==> config.mk <==
export PLATFORM = sky130hd
export DESIGN_NAME = gouram_trace_buffer
export DESIGN_NICKNAME = d
export VERILOG_FILES = /design/src/rtl/gouram_trace_pkg.sv /design/src/rtl/gouram_trace_fifo.sv /design/src/rtl/gouram_trace_buffer.sv
export SDC_FILE = /design/constraint.sdc
export NUM_CORES = 2
export LEC_CHECK = 0
export BUFFER_PORTS_ARGS = -buffer_cell sky130_fd_sc_hd__buf_2
export CAP_MARGIN = 20
export CORE_AREA = 4 4 346 348
export DETAILED_ROUTE_END_ITERATION = 10
export DIE_AREA = 0 0 350 352
export PLACE_DENSITY = 0.7
export SLEW_MARGIN = 20
export SYNTH_ARGS = -nofsm -noshare
export SYNTH_HDL_FRONTEND = slang
export SYNTH_HIERARCHICAL = 1
export SYNTH_SLANG_ARGS = --single-unit
==> constraint.sdc <==
create_clock -name clk -period 45.2 [get_ports clk]
set_clock_uncertainty 0.1 [all_clocks]
set_input_delay 9.04 -clock clk [delete_from_list [all_inputs] [get_ports clk]]
set_output_delay 9.04 -clock clk [all_outputs]
set_load 0.1 [all_outputs]
==> src/rtl/gouram_trace_pkg.sv <==
// rtl/gouram_trace_pkg.sv - shared state, flag and opcode definitions for the trace buffer
package gouram_trace_pkg;

  typedef enum logic [1:0] {
    IDLE,
    MEM_GNT,
    MEM_RESP
  } state_e;

  localparam int FLAG_MEM     = 0;
  localparam int FLAG_JUMP    = 1;
  localparam int FLAG_TIMEOUT = 2;

  localparam logic [6:0] OPC_LOAD  = 7'h03;
  localparam logic [6:0] OPC_STORE = 7'h23;

  function automatic int rec_width(input int iw, input int aw, input int tw);
    return 4 + iw + aw + 2 * tw;
  endfunction

endpackage

==> src/rtl/gouram_trace_fifo.sv <==
// rtl/gouram_trace_fifo.sv - show-ahead record FIFO with two ordered push ports (a before b)
module gouram_trace_fifo #(
  parameter int WIDTH = 8,
  parameter int DEPTH = 8
) (
  input  logic                     clk,
  input  logic                     rst,
  input  logic                     push_a_i,
  input  logic [WIDTH-1:0]         data_a_i,
  input  logic                     push_b_i,
  input  logic [WIDTH-1:0]         data_b_i,
  input  logic                     pop_i,
  output logic [WIDTH-1:0]         data_o,
  output logic                     full_o,
  output logic                     empty_o,
  output logic [$clog2(DEPTH):0]   level_o,
  output logic                     push_b_ok_o
);

  localparam int PW = $clog2(DEPTH);
  localparam int LW = PW + 1;
  localparam int SW = LW + 1;

  logic [WIDTH-1:0] mem_q [DEPTH];
  logic [PW-1:0]    wr_ptr_q, wr_ptr_d, wr_ptr_b, rd_ptr_q, rd_ptr_d;
  logic [LW-1:0]    level_q, level_d;
  logic [SW-1:0]    space;
  logic             pop_ok, acc_a, acc_b;

  // A pop in the same cycle frees its slot for an incoming push.
  always_comb begin
    pop_ok   = pop_i && (level_q != '0);
    space    = SW'(DEPTH) - SW'(level_q) + SW'(pop_ok);
    acc_a    = push_a_i && (space != '0);
    acc_b    = push_b_i && (space > SW'(acc_a));
    wr_ptr_b = wr_ptr_q + PW'(acc_a);
    wr_ptr_d = wr_ptr_b + PW'(acc_b);
    rd_ptr_d = rd_ptr_q + PW'(pop_ok);
    level_d  = level_q + LW'(acc_a) + LW'(acc_b) - LW'(pop_ok);
  end

  always_ff @(posedge clk) begin
    if (rst) begin
      wr_ptr_q <= '0;
      rd_ptr_q <= '0;
      level_q  <= '0;
    end else begin
      wr_ptr_q <= wr_ptr_d;
      rd_ptr_q <= rd_ptr_d;
      level_q  <= level_d;
      if (acc_a) mem_q[wr_ptr_q] <= data_a_i;
      if (acc_b) mem_q[wr_ptr_b] <= data_b_i;
    end
  end

  assign empty_o     = (level_q == '0);
  assign full_o      = (level_q == LW'(DEPTH));
  assign level_o     = level_q;
  assign push_b_ok_o = acc_b;
  assign data_o      = empty_o ? '0 : mem_q[rd_ptr_q];

endmodule

==> src/rtl/gouram_trace_buffer.sv <==
// rtl/gouram_trace_buffer.sv - timestamps retired fetches, pairs loads/stores with memory traffic, buffers records
module gouram_trace_buffer
  import gouram_trace_pkg::*;
#(
  parameter int INSTR_DATA_WIDTH = 32,
  parameter int DATA_ADDR_WIDTH  = 32,
  parameter int TIME_WIDTH       = 32,
  parameter int FIFO_DEPTH       = 8,
  parameter int MEM_TRACE_EN     = 1,
  parameter int MEM_TIMEOUT      = 255
) (
  input  logic                                 clk,
  input  logic                                 rst,
  input  logic                                 jump_done,
  input  logic                                 instr_rvalid,
  input  logic [INSTR_DATA_WIDTH-1:0]          instr_rdata,
  input  logic                                 data_mem_req,
  input  logic [DATA_ADDR_WIDTH-1:0]           data_mem_addr,
  input  logic                                 data_mem_grant,
  input  logic                                 data_mem_rvalid,
  output logic                                 trace_valid_o,
  input  logic                                 trace_ready_i,
  output logic [gouram_trace_pkg::rec_width(INSTR_DATA_WIDTH, DATA_ADDR_WIDTH, TIME_WIDTH)-1:0] trace_data_o,
  output logic [$clog2(FIFO_DEPTH):0]          fifo_level_o,
  output logic [15:0]                          drop_count_o
);

  localparam int REC_W = rec_width(INSTR_DATA_WIDTH, DATA_ADDR_WIDTH, TIME_WIDTH);
  localparam logic [15:0] WAIT_LIMIT = 16'(MEM_TIMEOUT);

  state_e                        state_q, state_d;
  logic [INSTR_DATA_WIDTH-1:0]   instr_q, instr_d;
  logic [DATA_ADDR_WIDTH-1:0]    mem_addr_q, mem_addr_d;
  logic [TIME_WIDTH-1:0]         now_q, now_d, t_start_q, t_start_d;
  logic                          jump_q, jump_d;
  logic [15:0]                   wait_q, wait_d, drop_q, drop_d;

  logic             push_a, push_b, push_b_ok, lost_instr;
  logic             accept, got_resp, timed_out, is_mem;
  logic             fifo_full, fifo_empty, pop;
  logic [3:0]       flags_a, flags_b;
  logic [REC_W-1:0] rec_a, rec_b;
  logic [1:0]       lost;
  logic [16:0]      drop_sum;

  assign is_mem = (MEM_TRACE_EN != 0) &&
                  ((instr_rdata[6:0] == OPC_LOAD) || (instr_rdata[6:0] == OPC_STORE));

  always_comb begin
    state_d    = state_q;
    instr_d    = instr_q;
    mem_addr_d = mem_addr_q;
    t_start_d  = t_start_q;
    jump_d     = jump_q | ((state_q != IDLE) & jump_done);
    wait_d     = wait_q;
    now_d      = now_q + TIME_WIDTH'(1);
    push_a     = 1'b0;
    push_b     = 1'b0;
    flags_a    = '0;
    flags_b    = '0;
    lost_instr = 1'b0;
    accept     = 1'b0;
    got_resp   = 1'b0;
    timed_out  = 1'b0;
    case (state_q)
      IDLE: accept = instr_rvalid;
      MEM_GNT: begin
        if (data_mem_req && data_mem_grant) begin
          mem_addr_d = data_mem_addr;
          wait_d     = '0;
          state_d    = MEM_RESP;
        end else if (wait_q == WAIT_LIMIT) begin
          timed_out = 1'b1;
        end else begin
          wait_d = wait_q + 16'd1;
        end
      end
      MEM_RESP: begin
        if (data_mem_rvalid) got_resp = 1'b1;
        else if (wait_q == WAIT_LIMIT) timed_out = 1'b1;
        else wait_d = wait_q + 16'd1;
      end
      default: state_d = IDLE;
    endcase

    // The completing record goes out on port a so a same-cycle fetch lands behind it.
    if (got_resp || timed_out) begin
      push_a                = 1'b1;
      flags_a[FLAG_MEM]     = got_resp;
      flags_a[FLAG_JUMP]    = jump_q | jump_done;
      flags_a[FLAG_TIMEOUT] = timed_out;
      state_d               = IDLE;
      accept                = instr_rvalid;
    end else if ((state_q != IDLE) && instr_rvalid) begin
      lost_instr = 1'b1;
    end

    if (accept) begin
      instr_d    = instr_rdata;
      t_start_d  = now_q;
      jump_d     = jump_done;
      mem_addr_d = '0;
      if (is_mem) begin
        state_d = MEM_GNT;
        wait_d  = '0;
      end else begin
        push_b             = 1'b1;
        flags_b[FLAG_JUMP] = jump_done;
      end
    end
  end

  assign rec_a = {flags_a, instr_q, mem_addr_q, t_start_q, now_q};
  assign rec_b = {flags_b, instr_rdata, {DATA_ADDR_WIDTH{1'b0}}, now_q, now_q};
  assign pop   = trace_valid_o & trace_ready_i;

  always_comb begin
    lost     = 2'(lost_instr) + 2'(push_a && fifo_full && !pop) + 2'(push_b && !push_b_ok);
    drop_sum = {1'b0, drop_q} + 17'(lost);
    drop_d   = drop_sum[16] ? 16'hFFFF : drop_sum[15:0];
  end

  always_ff @(posedge clk) begin
    if (rst) begin
      state_q    <= IDLE;
      instr_q    <= '0;
      mem_addr_q <= '0;
      t_start_q  <= '0;
      now_q      <= '0;
      jump_q     <= 1'b0;
      wait_q     <= '0;
      drop_q     <= '0;
    end else begin
      state_q    <= state_d;
      instr_q    <= instr_d;
      mem_addr_q <= mem_addr_d;
      t_start_q  <= t_start_d;
      now_q      <= now_d;
      jump_q     <= jump_d;
      wait_q     <= wait_d;
      drop_q     <= drop_d;
    end
  end

  gouram_trace_fifo #(
    .WIDTH (REC_W),
    .DEPTH (FIFO_DEPTH)
  ) u_fifo (
    .clk         (clk),
    .rst         (rst),
    .push_a_i    (push_a),
    .data_a_i    (rec_a),
    .push_b_i    (push_b),
    .data_b_i    (rec_b),
    .pop_i       (pop),
    .data_o      (trace_data_o),
    .full_o      (fifo_full),
    .empty_o     (fifo_empty),
    .level_o     (fifo_level_o),
    .push_b_ok_o (push_b_ok)
  );

  assign trace_valid_o = ~fifo_empty;
  assign drop_count_o  = drop_q;

endmodule

==> summary.md <==
The logs give 45450 ps for the required time of the critical path and 34400 for the routed via count. Instance area at placement: 63400 um2. At the pin with the least slew margin, the transition time is 1180 ps. Of the cells placed in the final design, the portion with a size suffix greater than 1 is 34.9%. The mapped netlist covers 60200 um2. STA puts the critical path data arrival time at 15400 ps. After clock tree synthesis, the setup repair step added 0 buffers. The number of buffers added on ports is 224, and the placer congestion estimate is 0.772.

The signed area change from the synthesized netlist to the final layout is 12.7%, and the insertion delay to the later sink of the worst-skew pair is 750 ps. The routed wire length per instance is 25.6 um. Counting flops with an async set or reset pin after synthesis yields a share of 0%. The count of antenna-violating nets left after detailed routing is 0. Timing would allow up to 66.0 MHz. In the final timing run, aggregate negative setup slack is 0 ps. The critical path buffer and inverter count is 4.

Setup repair after global routing left no endpoint under its margin. Summing internal, switching and leakage power gives 3.67 mW. The y dimension of the die is 352 um, and the minimum setup slack after placement is 29330 ps. The die covers 123000 um2. The run gives 6 as the yosys synthesis warning count. The number of max-cap violations came out at 0.

The total count of max-transition violations in the final report was 0; the post-CTS resize count was 0. The number of cells after detailed placement was 5598. The horizontal die dimension was 350 um. Startpoint class of the critical path: an input pin. After clock tree synthesis, the clock-pin slew on the worst setup and hold paths is 60 ps.

After filler insertion, the fill cell instance count of the layout stands at 9039. The total power per unit cell area is 54.0 nW/um2, and the final hold violation count is 0. For the area of the core region, the log shows 116000 um2.

Cells fill 58.4% of the core in the end. Global router's overall resource usage: 24.4%. The deepest clock path buffer count is 3. For this run, the slowest stage of the critical path takes 940 ps.

The logs give 5 for the detailed-router iteration count before antenna repair and 51.8% for the initial core utilization. On the critical path the largest part of the delay comes from compound AO/OA/AOI/OAI gates. The floorplan has 125 rows. The final net count was 4311; the worst slew margin relative to its limit was 21.6%.

The logs give 24.7 nW for the leakage power total and 35200 for the via count of the first global-routing pass. The tools report the total setup violations reported at the end of the flow as 0. For the deepest level of the CTS H-tree, the log shows 4. Cell with the most instances after synthesis: edfxtp_1. Traced cell by cell, the critical path runs through buf_2 -> nor2b_1 -> nand2b_1 -> ha_1 -> inv_1 -> ha_1 -> nand2_1 -> a21oi_1 -> a41oi_1 -> ha_1 -> o2111ai_2 -> nand4b_4 -> o21ai_4 -> buf_4 -> buf_4. Along the worst path, the maximum fanout reaches 58. Entering global routing, the biggest net connects 144 pins. The class of the most critical setup path is in2reg.

For the finished layout cell area, the log shows 67900 um2. The worst hold path belongs to the class reg2reg. Among all flip-flop cells after synthesis, the most frequent one is edfxtp_1. The root buffer cell chosen for the clock tree is clkbuf_16. Post-synthesis area per instance: 16.0 um2. The most numerous cell type found on the critical path is ha_1.

Total grt overflow: 0. The cell taking the most area after synthesis is edfxtp_1. The run gives 0 as the post-detailed-route DRC marker count.

Ranked by total cell area, the synthesized netlist is headed by edfxtp_1 53%, mux2_2 14%, mux4_2 9.9%. Cts-stage hold buffer count: 0. The flow ran to the end, and the final reports show no timing, DRC or antenna violations. The cell with the biggest individual delay on the critical path is buf_4. The worst path uses 33.5% of the clock period.

In this run the biggest area consumer among cell types represents 52.7% of the synthesized area. The tools report the placed wire-length estimate after detailed placement as 79.8 mm. The final worst-path setup slack is 30050 ps, and the worst hold slack after final layout is 359 ps.

The logs give 2879 for the detailed router's first-iteration violation count and 150 mm for the total routed wirelength. Sequential cells were found to cover 58.4% of the synthesized design area. The kind of end point of the critical path is a register.

The number of antenna violations at the first check in global routing was 7. The ratio of routed vias to standard cells works out to 5.87. TritonCTS built the clock tree. After synthesis the netlist holds a flip-flop and latch count of 1229. Pin placement for this block handled 225 I/O pins. Worst voltage drop across the vdd grid: 0.0844 mV. Counting flops with a built-in enable in the synthesized netlist gives 1056. In the synthesized netlist, the number of instances is 3761. In the synthesized netlist, the cells that appear most often are 1056 x edfxtp_1, 746 x mux2_2, 310 x mux2_1. The tools report the CTS sink count as 1229. Subtracting the final worst setup slack from the clock period gives 15150 ps.

The logs give 63 for the number of distinct library cell variants in the gate-level netlist after synthesis and 5856 for the filler-free cell count of the finished design. The first global-routing pass estimated 227 mm of wire. Buffers inserted during clock tree synthesis total 136.
==> cell type report <==
type / instances / area, um2 / share of cell area (%)
Sequential cell: 1229 / 35200 / 51.8
Antenna cell: 5 / 12.5 / 0.0184
Clock inverter: 54 / 573 / 0.844
Tap cell: 1524 / 1910 / 2.81
Inverter: 29 / 109 / 0.160
Multi-Input combinational cell: 2542 / 24600 / 36.3
Timing Repair Buffer: 275 / 1650 / 2.43
Clock buffer: 198 / 3820 / 5.63
==> report_power, final <==
| group | leakage [nW] | switching, mW | internal, mW |
|---|---|---|---|
| combinational | 11.6 | 0.948 | 0.314 |
| sequential | 10.9 | 0.0296 | 1.29 |
| clock | 2.13 | 0.455 | 0.633 |
==> final timing paths <==
path	from	to	slack, ps	cells after the start
worst max-delay path	trace_ready_i	u_fifo/mem_q[5][53]	30050	15
worst min-delay path	jump_q	jump_q	360	2
worst max register to register	u_fifo/level_o[2]	u_fifo/mem_q[5][53]	37180	17
worst min register to register	jump_q	jump_q	360	2
==> registers in the layout, summed over array words and instances, names as in the netlist <==
name,count
u_fifo/mem_q,1056
instr_q,32
mem_addr_q,32
now_q,32
t_start_q,32
drop_count_o,16
wait_q,16
u_fifo/level_o,4
u_fifo/rd_ptr_q,3
u_fifo/wr_ptr_q,3
state_q,2
jump_q,1
==> per-layer routing <==
metal	part of all wire, %	GRT usage (%)
met1	43	33.3
met2	50	41.3
met3	5.1	3.22
met4	2.1	6.36
met5	0.0087	0
==> cells by family after synthesis <==
family / synth area share [%]
AO/OA/AOI/OAI: 1.70
XOR/XNOR: 0.642
adder cells (fa/ha/maj): 0.590
buffers and inverters: 2.69
flip-flops: 58.4
multiplexers: 31.8
other: 0.00623
AND/OR/NAND/NOR: 4.15
==> worst reg2reg max path: cells and delay by family, from the launching register on <==
family,cells,cell delay (ps)
AO/OA/AOI/OAI,4,1990
AND/OR/NAND/NOR,5,1860
flip-flops,1,500
adder cells (fa/ha/maj),4,1030
buffers and inverters,4,2150
==> cell usage in the layout, fill, tap and decap left out, types with 28 or more instances in the layout <==
cell       netlist  layout
mux2_1         310     310
nor2_1         190     190
buf_2           87     223
mux4_2         264     264
buf_4           16      39
a21oi_1        133     133
dfxtp_1        173     170
edfxtp_1      1056    1056
inv_1           28      28
mux2i_1        132     132
mux2_2         746     746
clkbuf_16        0     140
clkbuf_1        70      48
nand2_1        221     221
conb_1           1     288
xnor2_1         31      31
No activity file was read; power rests on OpenSTA's default activity.
